===== src/rtl/switch_operand_capture.sv =====
// -----------------------------------------------------------------------------
// switch_operand_capture
//
// Input front end for the 2-bit magnitude-comparator demos. It takes two raw
// switch groups, runs each bit through a 2-FF synchroniser, and debounces each
// group as a whole. Downstream compare logic then sees clean, stable operands,
// together with a "both operands known" flag and a change strobe.
//
// Each group (A, B) has its own two-state FSM:
//   STABLE   : syncd == committed. A difference starts SETTLING with
//              candidate = syncd and the counter at 0.
//   SETTLING : a change of syncd restarts (new candidate, counter 0). When the
//              counter reaches DEBOUNCE_CYCLES-1 with syncd still equal to the
//              candidate, the candidate is committed and the FSM goes STABLE.
// Reset puts both groups in SETTLING with candidate 0, so a group whose
// switches are all released commits 0 shortly after reset.
//
// Optional build macro:
//   SW_ACTIVE_LOW_EN - pull-up switches (pressed = 0). The synchroniser
//                      resets to all ones and its output is inverted before
//                      the FSM, so the reset view is still 0.
//
// Parameters:
//   WIDTH           - bits per operand group
//   DEBOUNCE_CYCLES - cycles a group must hold its value before commit (>= 2)
//
// Ports:
//   clk        in   system clock
//   rst_n      in   asynchronous active-low reset
//   sw_a_raw   in   raw switch pins, operand A (asynchronous to clk)
//   sw_b_raw   in   raw switch pins, operand B (asynchronous to clk)
//   a_out      out  committed debounced operand A
//   b_out      out  committed debounced operand B
//   valid      out  both groups have committed at least once since reset
//   upd        out  one-cycle strobe, same cycle as new operand values
//   busy       out  either group is SETTLING
//   dbg_state  out  per-group FSM state, bit g = group g in SETTLING (A=0, B=1)
//
// Handshake: there is none. valid is a level; upd is a one-cycle pulse that
// needs no acknowledge. a_out/b_out change only in the cycle upd is high,
// except for commits before valid rises, which are not strobed.
// -----------------------------------------------------------------------------
module switch_operand_capture #(
  parameter int WIDTH           = 2,
  parameter int DEBOUNCE_CYCLES = 240000
) (
  input  logic             clk,
  input  logic             rst_n,
  input  logic [WIDTH-1:0] sw_a_raw,
  input  logic [WIDTH-1:0] sw_b_raw,
  output logic [WIDTH-1:0] a_out,
  output logic [WIDTH-1:0] b_out,
  output logic             valid,
  output logic             upd,
  output logic             busy,
  output logic [1:0]       dbg_state
);

  localparam int CNT_W = (DEBOUNCE_CYCLES > 1) ? $clog2(DEBOUNCE_CYCLES) : 1;
  localparam logic [CNT_W-1:0] CNT_LAST = CNT_W'(DEBOUNCE_CYCLES - 1);

`ifdef SW_ACTIVE_LOW_EN
  localparam logic [WIDTH-1:0] SYNC_RST = '1;
`else
  localparam logic [WIDTH-1:0] SYNC_RST = '0;
`endif

  typedef enum logic {
    ST_STABLE   = 1'b0,
    ST_SETTLING = 1'b1
  } grp_state_e;

  // Index 0 is group A, index 1 is group B.
  logic [1:0][WIDTH-1:0] raw_w;
  logic [1:0][WIDTH-1:0] meta_q;
  logic [1:0][WIDTH-1:0] sync_q;
  logic [1:0][WIDTH-1:0] syncd_w;

  grp_state_e            state_q [2];
  grp_state_e            state_d [2];
  logic [1:0][CNT_W-1:0] cnt_q, cnt_d;
  logic [1:0][WIDTH-1:0] cand_q, cand_d;
  logic [1:0][WIDTH-1:0] comm_q, comm_d;
  logic [1:0]            done_q, done_d;
  logic                  valid_q, valid_d;
  logic                  upd_q, upd_d;

  assign raw_w[0] = sw_a_raw;
  assign raw_w[1] = sw_b_raw;

  // 2-FF synchroniser; only the second stage feeds the FSMs.
  always_ff @(posedge clk or negedge rst_n) begin
    if (!rst_n) begin
      meta_q <= {2{SYNC_RST}};
      sync_q <= {2{SYNC_RST}};
    end else begin
      meta_q <= raw_w;
      sync_q <= meta_q;
    end
  end

`ifdef SW_ACTIVE_LOW_EN
  assign syncd_w = ~sync_q;
`else
  assign syncd_w = sync_q;
`endif

  // Per-group debounce FSMs plus the shared valid/upd logic.
  always_comb begin
    state_d = state_q;
    cnt_d   = cnt_q;
    cand_d  = cand_q;
    comm_d  = comm_q;
    done_d  = done_q;

    for (int g = 0; g < 2; g++) begin
      case (state_q[g])
        ST_STABLE: begin
          if (syncd_w[g] != comm_q[g]) begin
            state_d[g] = ST_SETTLING;
            cnt_d[g]   = '0;
            cand_d[g]  = syncd_w[g];
          end
        end
        ST_SETTLING: begin
          if (syncd_w[g] != cand_q[g]) begin
            cand_d[g] = syncd_w[g];
            cnt_d[g]  = '0;
          end else if (cnt_q[g] == CNT_LAST) begin
            // Counter stops here; it never wraps.
            comm_d[g]  = cand_q[g];
            done_d[g]  = 1'b1;
            state_d[g] = ST_STABLE;
          end else begin
            cnt_d[g] = cnt_q[g] + CNT_W'(1);
          end
        end
      endcase
    end

    // Both built from next-state values so valid and upd land in the same
    // cycle as the committed operands they describe.
    valid_d = done_d[0] & done_d[1];
    upd_d   = valid_d & (~valid_q | (comm_d != comm_q));
  end

  always_ff @(posedge clk or negedge rst_n) begin
    if (!rst_n) begin
      for (int g = 0; g < 2; g++) state_q[g] <= ST_SETTLING;
      cnt_q   <= '0;
      cand_q  <= '0;
      comm_q  <= '0;
      done_q  <= '0;
      valid_q <= 1'b0;
      upd_q   <= 1'b0;
    end else begin
      for (int g = 0; g < 2; g++) state_q[g] <= state_d[g];
      cnt_q   <= cnt_d;
      cand_q  <= cand_d;
      comm_q  <= comm_d;
      done_q  <= done_d;
      valid_q <= valid_d;
      upd_q   <= upd_d;
    end
  end

  assign a_out     = comm_q[0];
  assign b_out     = comm_q[1];
  assign valid     = valid_q;
  assign upd       = upd_q;
  assign dbg_state = {state_q[1] == ST_SETTLING, state_q[0] == ST_SETTLING};
  assign busy      = |dbg_state;

endmodule


===== config.mk =====
export PLATFORM = sky130hd
export DESIGN_NAME = switch_operand_capture
export DESIGN_NICKNAME = d
export VERILOG_FILES = /design/src/rtl/switch_operand_capture.sv
export SDC_FILE = /design/constraint.sdc
export NUM_CORES = 1
export LEC_CHECK = 0
export CORE_MARGIN = 10
export CORE_UTILIZATION = 40
export CTS_CLUSTER_SIZE = 14
export DETAILED_ROUTE_END_ITERATION = 8
export HOLD_SLACK_MARGIN = 0.03
export PLACE_DENSITY = 0.54
export SYNTH_ARGS = -nofsm -noshare
export SYNTH_HDL_FRONTEND = slang
export SYNTH_SLANG_ARGS = --single-unit

===== constraint.sdc =====
create_clock -name clk -period 2.55 [get_ports clk]
set_clock_uncertainty 0.05 [all_clocks]
set_input_delay 0.6375 -clock clk [delete_from_list [all_inputs] [get_ports clk]]
set_output_delay 0.6375 -clock clk [all_outputs]
set_load 0.005 [all_outputs]

== Word-level counts from Yosys, hierarchy flattened ==
Cells that the tools add are included.

* Register bits: 58
* Bits of input ports: 6
* Output and inout port bits: 9
* Word-level logic and storage cells: 75

* Add/subtract/negate cells: 2
* Equality and inequality tests: 13
* Mux-type cells: 34
* Bitwise operators: 6
* Reduce and logical (&&, ||, !) cells: 5

{| class="wikitable"
|+ Operators with widths
! kind !! number
|-
| 18-bit 2-to-1 mux || 6
|-
| 18-bit one-hot mux with 2 select lines || 2
|-
| 18-bit by 1-bit adder with 18-bit output (second input constant) || 2
|-
| 18-bit equality test (second input constant) || 2
|-
| 2-bit 2-to-1 mux || 10
|-
| 1-bit 2-to-1 mux || 12
|-
| 2-bit inequality test || 4
|-
| 2-bit one-hot mux with 2 select lines || 2
|-
| 2-bit AND reduction || 4
|-
| 3-bit inequality test (second input constant) || 2
|-
| 2-bit by 1-bit inequality test with 1-bit output (second input constant) || 2
|-
| 2-bit inequality test (second input constant) || 2
|-
| 4-bit inequality test || 1
|-
| 1-bit one-hot mux with 2 select lines || 2
|-
| 1-bit NOT || 3
|-
| 1-bit bitwise AND || 2
|-
| 2-bit OR reduction || 1
|-
| 1-bit bitwise OR || 1
|}

== Depth between registers and ports, before layout ==
Gate-level depths: netlist of the first run.

* Depth in word-level cells: 7
* Gate-level depth with buffers: 8
* Gate-level depth less buffers: 6

== Worst setup path after synthesis of the first run ==
OpenSTA, ideal clock, no wires.

* Kind: register -> register
* Start point: reg comm_q (netlist bit a_out[1])
* End point: reg cnt_q[16] in the netlist's numbering
* Library setup time: 66 ps
* Arrival: 1875 ps
* Required time: 2434 ps
* Slack: 559 ps
* Cell stages (with the launch flop): 8
* Buffers on the path: 2
* Clock period less this slack: 1991 ps
* Cells stage by stage: dfrtp_1 xor2_1 or3_1 buf_2 and2_4 buf_6 or4_1 nand2_1

* Word-level cells in the longest chain between the ends: 3

{| class="wikitable"
|+ Ends and longest elaborated chain
! element !! line !! RTL
|-
| from (decl) || 83 || <nowiki>logic [1:0][WIDTH-1:0] comm_q, comm_d;</nowiki>
|-
| from (signal assigned) || 160 || <nowiki>comm_q <= comm_d;</nowiki>
|-
| 2-bit inequality test || 119 || <nowiki>if (syncd_w[g] != comm_q[g]) begin</nowiki>
|-
| 2-bit inequality test (no source line) || n/a ||
|-
| 2-bit AND reduction (no source line) || n/a ||
|-
| to (signal assigned) || 158 || <nowiki>cnt_q <= cnt_d;</nowiki>
|-
| to (decl) || 81 || <nowiki>logic [1:0][CNT_W-1:0] cnt_q, cnt_d;</nowiki>
|}

No other way between the ends.
A chain may end at the register's enable or synchronous reset.

== Final worst setup path of the first run ==
* Start point: reg cnt_q[18] in the netlist's numbering
* End point: reg cnt_q[24] in the netlist's numbering

* Word-level cells in the longest chain between the ends: 4
* Elaborated cells between the ends (all ways): 7
* Classes of those cells: 1 x add/sub; 2 x eq/ne; 3 x mux; 1 x reduce/logical

{| class="wikitable"
|+ Ends and longest elaborated chain
! element !! line !! RTL
|-
| 18-bit by 1-bit adder with 18-bit output || 135 || <nowiki>cnt_d[g] = cnt_q[g] + CNT_W'(1);</nowiki>
|-
| 18-bit 2-to-1 mux || 129 || <nowiki>end else if (cnt_q[g] == CNT_LAST) begin</nowiki>
|-
| 18-bit 2-to-1 mux || 126 || <nowiki>if (syncd_w[g] != cand_q[g]) begin</nowiki>
|-
| 18-bit one-hot mux with 2 select lines || 117 || <nowiki>case (state_q[g])</nowiki>
|}

Several ways; a longest one is shown, not always the timed one. The select of a mux whose other input is x is not followed.

==> results of run 1 <==
## kinds of logic (layout without fill, tap and decap cells)
kind of cell             count (synthesis)  after routing  synth area share, %
AND/OR/NAND/NOR                        127            127                 24.3
multiplexers                             5              5                 1.90
AO/OA/AOI/OAI                           61             61                 13.5
buffers and inverters                   16             43                 3.28
flip-flops                              58             58                 50.2
XOR/XNOR                                20             20                 6.04
adder cells (fa/ha/maj)                  2              2                0.863
## per-layer routing
layer / vias up / wire length [um] / share of wire (%)
li1: 1114 / - / -
met1: 1086 / 3100 / 52
met2: 39 / 2460 / 41
met3: 9 / 313 / 5.2
met4: 0 / 90 / 1.5
met5: - / 0 / 0
## synth_stat cells, types with 3 or more instances
library cell	number
nand2b_1	3
inv_1	6
xor2_1	16
nor3_1	6
nor2_1	20
o31ai_1	15
and3_1	7
o21ai_0	19
or4_2	6
buf_2	3
clkbuf_1	4
a21oi_1	13
mux2_2	4
xnor2_1	4
nand4_1	14
nand3_1	18
or3_1	8
dfrtp_1	56
nand2_1	30
## power by group
part	internal [mW]	leakage [nW]	switching [mW]	total (mW)
sequential	0.936	0.774	0.0155	0.952
clock	0.496	0.102	0.343	0.840
combinational	0.0384	0.516	0.0665	0.105
## sequential cells by signal, indices dropped and copies added, names as in the netlist
signal and count:
upd 1, cnt_q 36, meta_q 4, done_q 2, cand_q 4, b_out 2, valid 1, a_out 2
dbg_state 2, sync_q 4
## layout by cell type, fill, tap and decap left out, types with 3 or more instances in the layout
cell type and count:
or4_2 6, xnor2_1 4, nand2_1 30, nand2b_1 3, or3_1 8, clkdlybuf4s50_1 13
dfrtp_1 56, clkbuf_8 11, nor3_1 5, o31ai_1 15, and3_1 7, o21ai_0 19
a21oi_1 13, inv_1 6, xor2_1 16, mux2_2 4, nor2_1 20, nand4_1 14
buf_4 7, nand3_1 18
## final cells by class
cell class	count	area share, %
timing repair buffer	22	6.19
tap	96	3.58
sequential	58	43.3
multi-input combinational	215	40.4
clock buffer	12	4.63
inverter	6	0.671
clock inverter	3	1.19
## worst max-delay path by stage
stage,from,cells after the start,slack (ns),endpoint
after floorplan,a_out[1],7,0.56,cnt_q[16]
after global placement,cnt_q[18],7,0.41,cnt_q[28]
after detailed placement,cnt_q[18],7,0.32,cnt_q[24]
after CTS,dbg_state[1],2,0.30,busy
after global routing,cnt_q[18],7,0.20,cnt_q[34]
final,cnt_q[18],7,0.32,cnt_q[24]
## metrics by stage
| step | power (mW) | cell area (um^2) |
|---|---|---|
| after floorplan | 1.02 | 2900 |
| after global placement | 1.08 | 3160 |
| after detailed placement | 1.08 | 3160 |
| after CTS | 1.93 | 3350 |
| after global routing | 1.98 | 3350 |
| final | 1.90 | 3350 |
## worst max-delay path, stage by stage (launching register included)
cell and delay, ns:
dfrtp_1 0.41, ha_1 0.25, and4_1 0.23, nand3_1 0.16, nor4_4 0.05, buf_4 0.19, or4_2 0.64, a21oi_1 0.18
==> results.ini, run 1 <==
[sta]
min_period_ns=2.23
max_slew_margin_pct=58.8
setup_viol=0
max_freq_mhz=448
setup_tns_ns=0
rsz0062_at_grt=no
whs_ns=0.220
tightest_slew_ns=0.613
timing.final.hold_violations=0
slew_viol_final=0
finalCritPeriodShare_pct=87.5
timing.final.ws_setup_ns=0.318

[cells_and_area]
syn2layout_area_growth_pct=15.7
multiInputGateArea_mm2=0.00136
nNetsFinal=320
final_util_pct=48.6
antenna_cells=0
layout.area.seq_mm2=0.00145
layoutNonFillerInstCount=412
nFillCells=681
drive_gt1_share_pct=14.6

[grt]
grt-ovfl-total=0
grt_pass1_wl_um=10600
use_met1_pct=15.8
grt_max_degree=40
grtUsageMet3_pct=3.26
grt_pass1_vias=2194
top_usage_layer=met2
grt_use_total_pct=11.4
grt_use_met2_pct=15.9
antenna_found_initial=0

[clocking]
numClockSinks=58
clockBufferDepth=2
cts_hold_buffers=0
cts_resized=0
clk_pin_slew_ns=0.07
cts_setup_buffers=0
cts_made_buffers=9
cts_max_level=3
clkLatencyLatePin_ns=0.33
cts_tree=yes
cts_root_buffer=clkbuf_8

[logic_synthesis]
syn_nets=297
yosys.area.top_type=dfrtp_1
yosys-top-cells-area=dfrtp_1 48%, xor2_1 4.8%, nand2_1 3.9%
synth_edf_count=0
synth_top_area_share_pct=48.3
syn_inst=289
synth.distinct_cells=46
async_flop_share_pct=100
ys_ff_latch=58
synth_area_mm2=0.00290
avgSynthCellArea_um2=10.0
yosys_warnings=0
synth-seq-area-share_pct=50.2
ys.flop_type=dfrtp_1

[power_and_ir_drop]
p_leak_nw=1.39
power_density_mw_per_mm2=565
vdd_drop_max_v=0.000311

[floorplan]
pin_count=15
die_w_um=105
placementRows=30
core-area_mm2=0.00691
die-area_mm2=0.0111
die_h_um=105
start_util_pct=42.0

[worst_setup_path]
cp-end-kind=flip-flop
crit_type=reg2reg
r2r_start=cnt_q[18]
crit_arrival_ns=2.43
worstPathMaxFanout=14
worstPathRequired_ns=2.75
rr_worst_depth=7
ff2ff_setup_slack_ns=0.32
start_kind=flip-flop
r2r-end=cnt_q[24]

[detailed_routing]
dr.pass1.iters=4
drcViolationCount=0
vias=2248
wl_per_cell_um=14.5
ant_nets=0
vias_per_cell=5.46
drt-total-wl_um=5970
drtIter0Drc=105

[status]
status=completed

[place]
gp_congestion=0.789
dp_hpwl_um=4220
numPortBuffers=14
place_ws_ns=0.320
dp_cells=397

[run]
maxCapViolCount=0

[min_path]
worstHoldPathType=in2async

Note: power is estimated with default switching activity, not from simulation.
==> run 2, diff against run 1 <==
- SLEW_MARGIN: default -> 20
==> results of run 2 <==
Same layout as run 1: the final DEF is identical, and so are final timing and power.
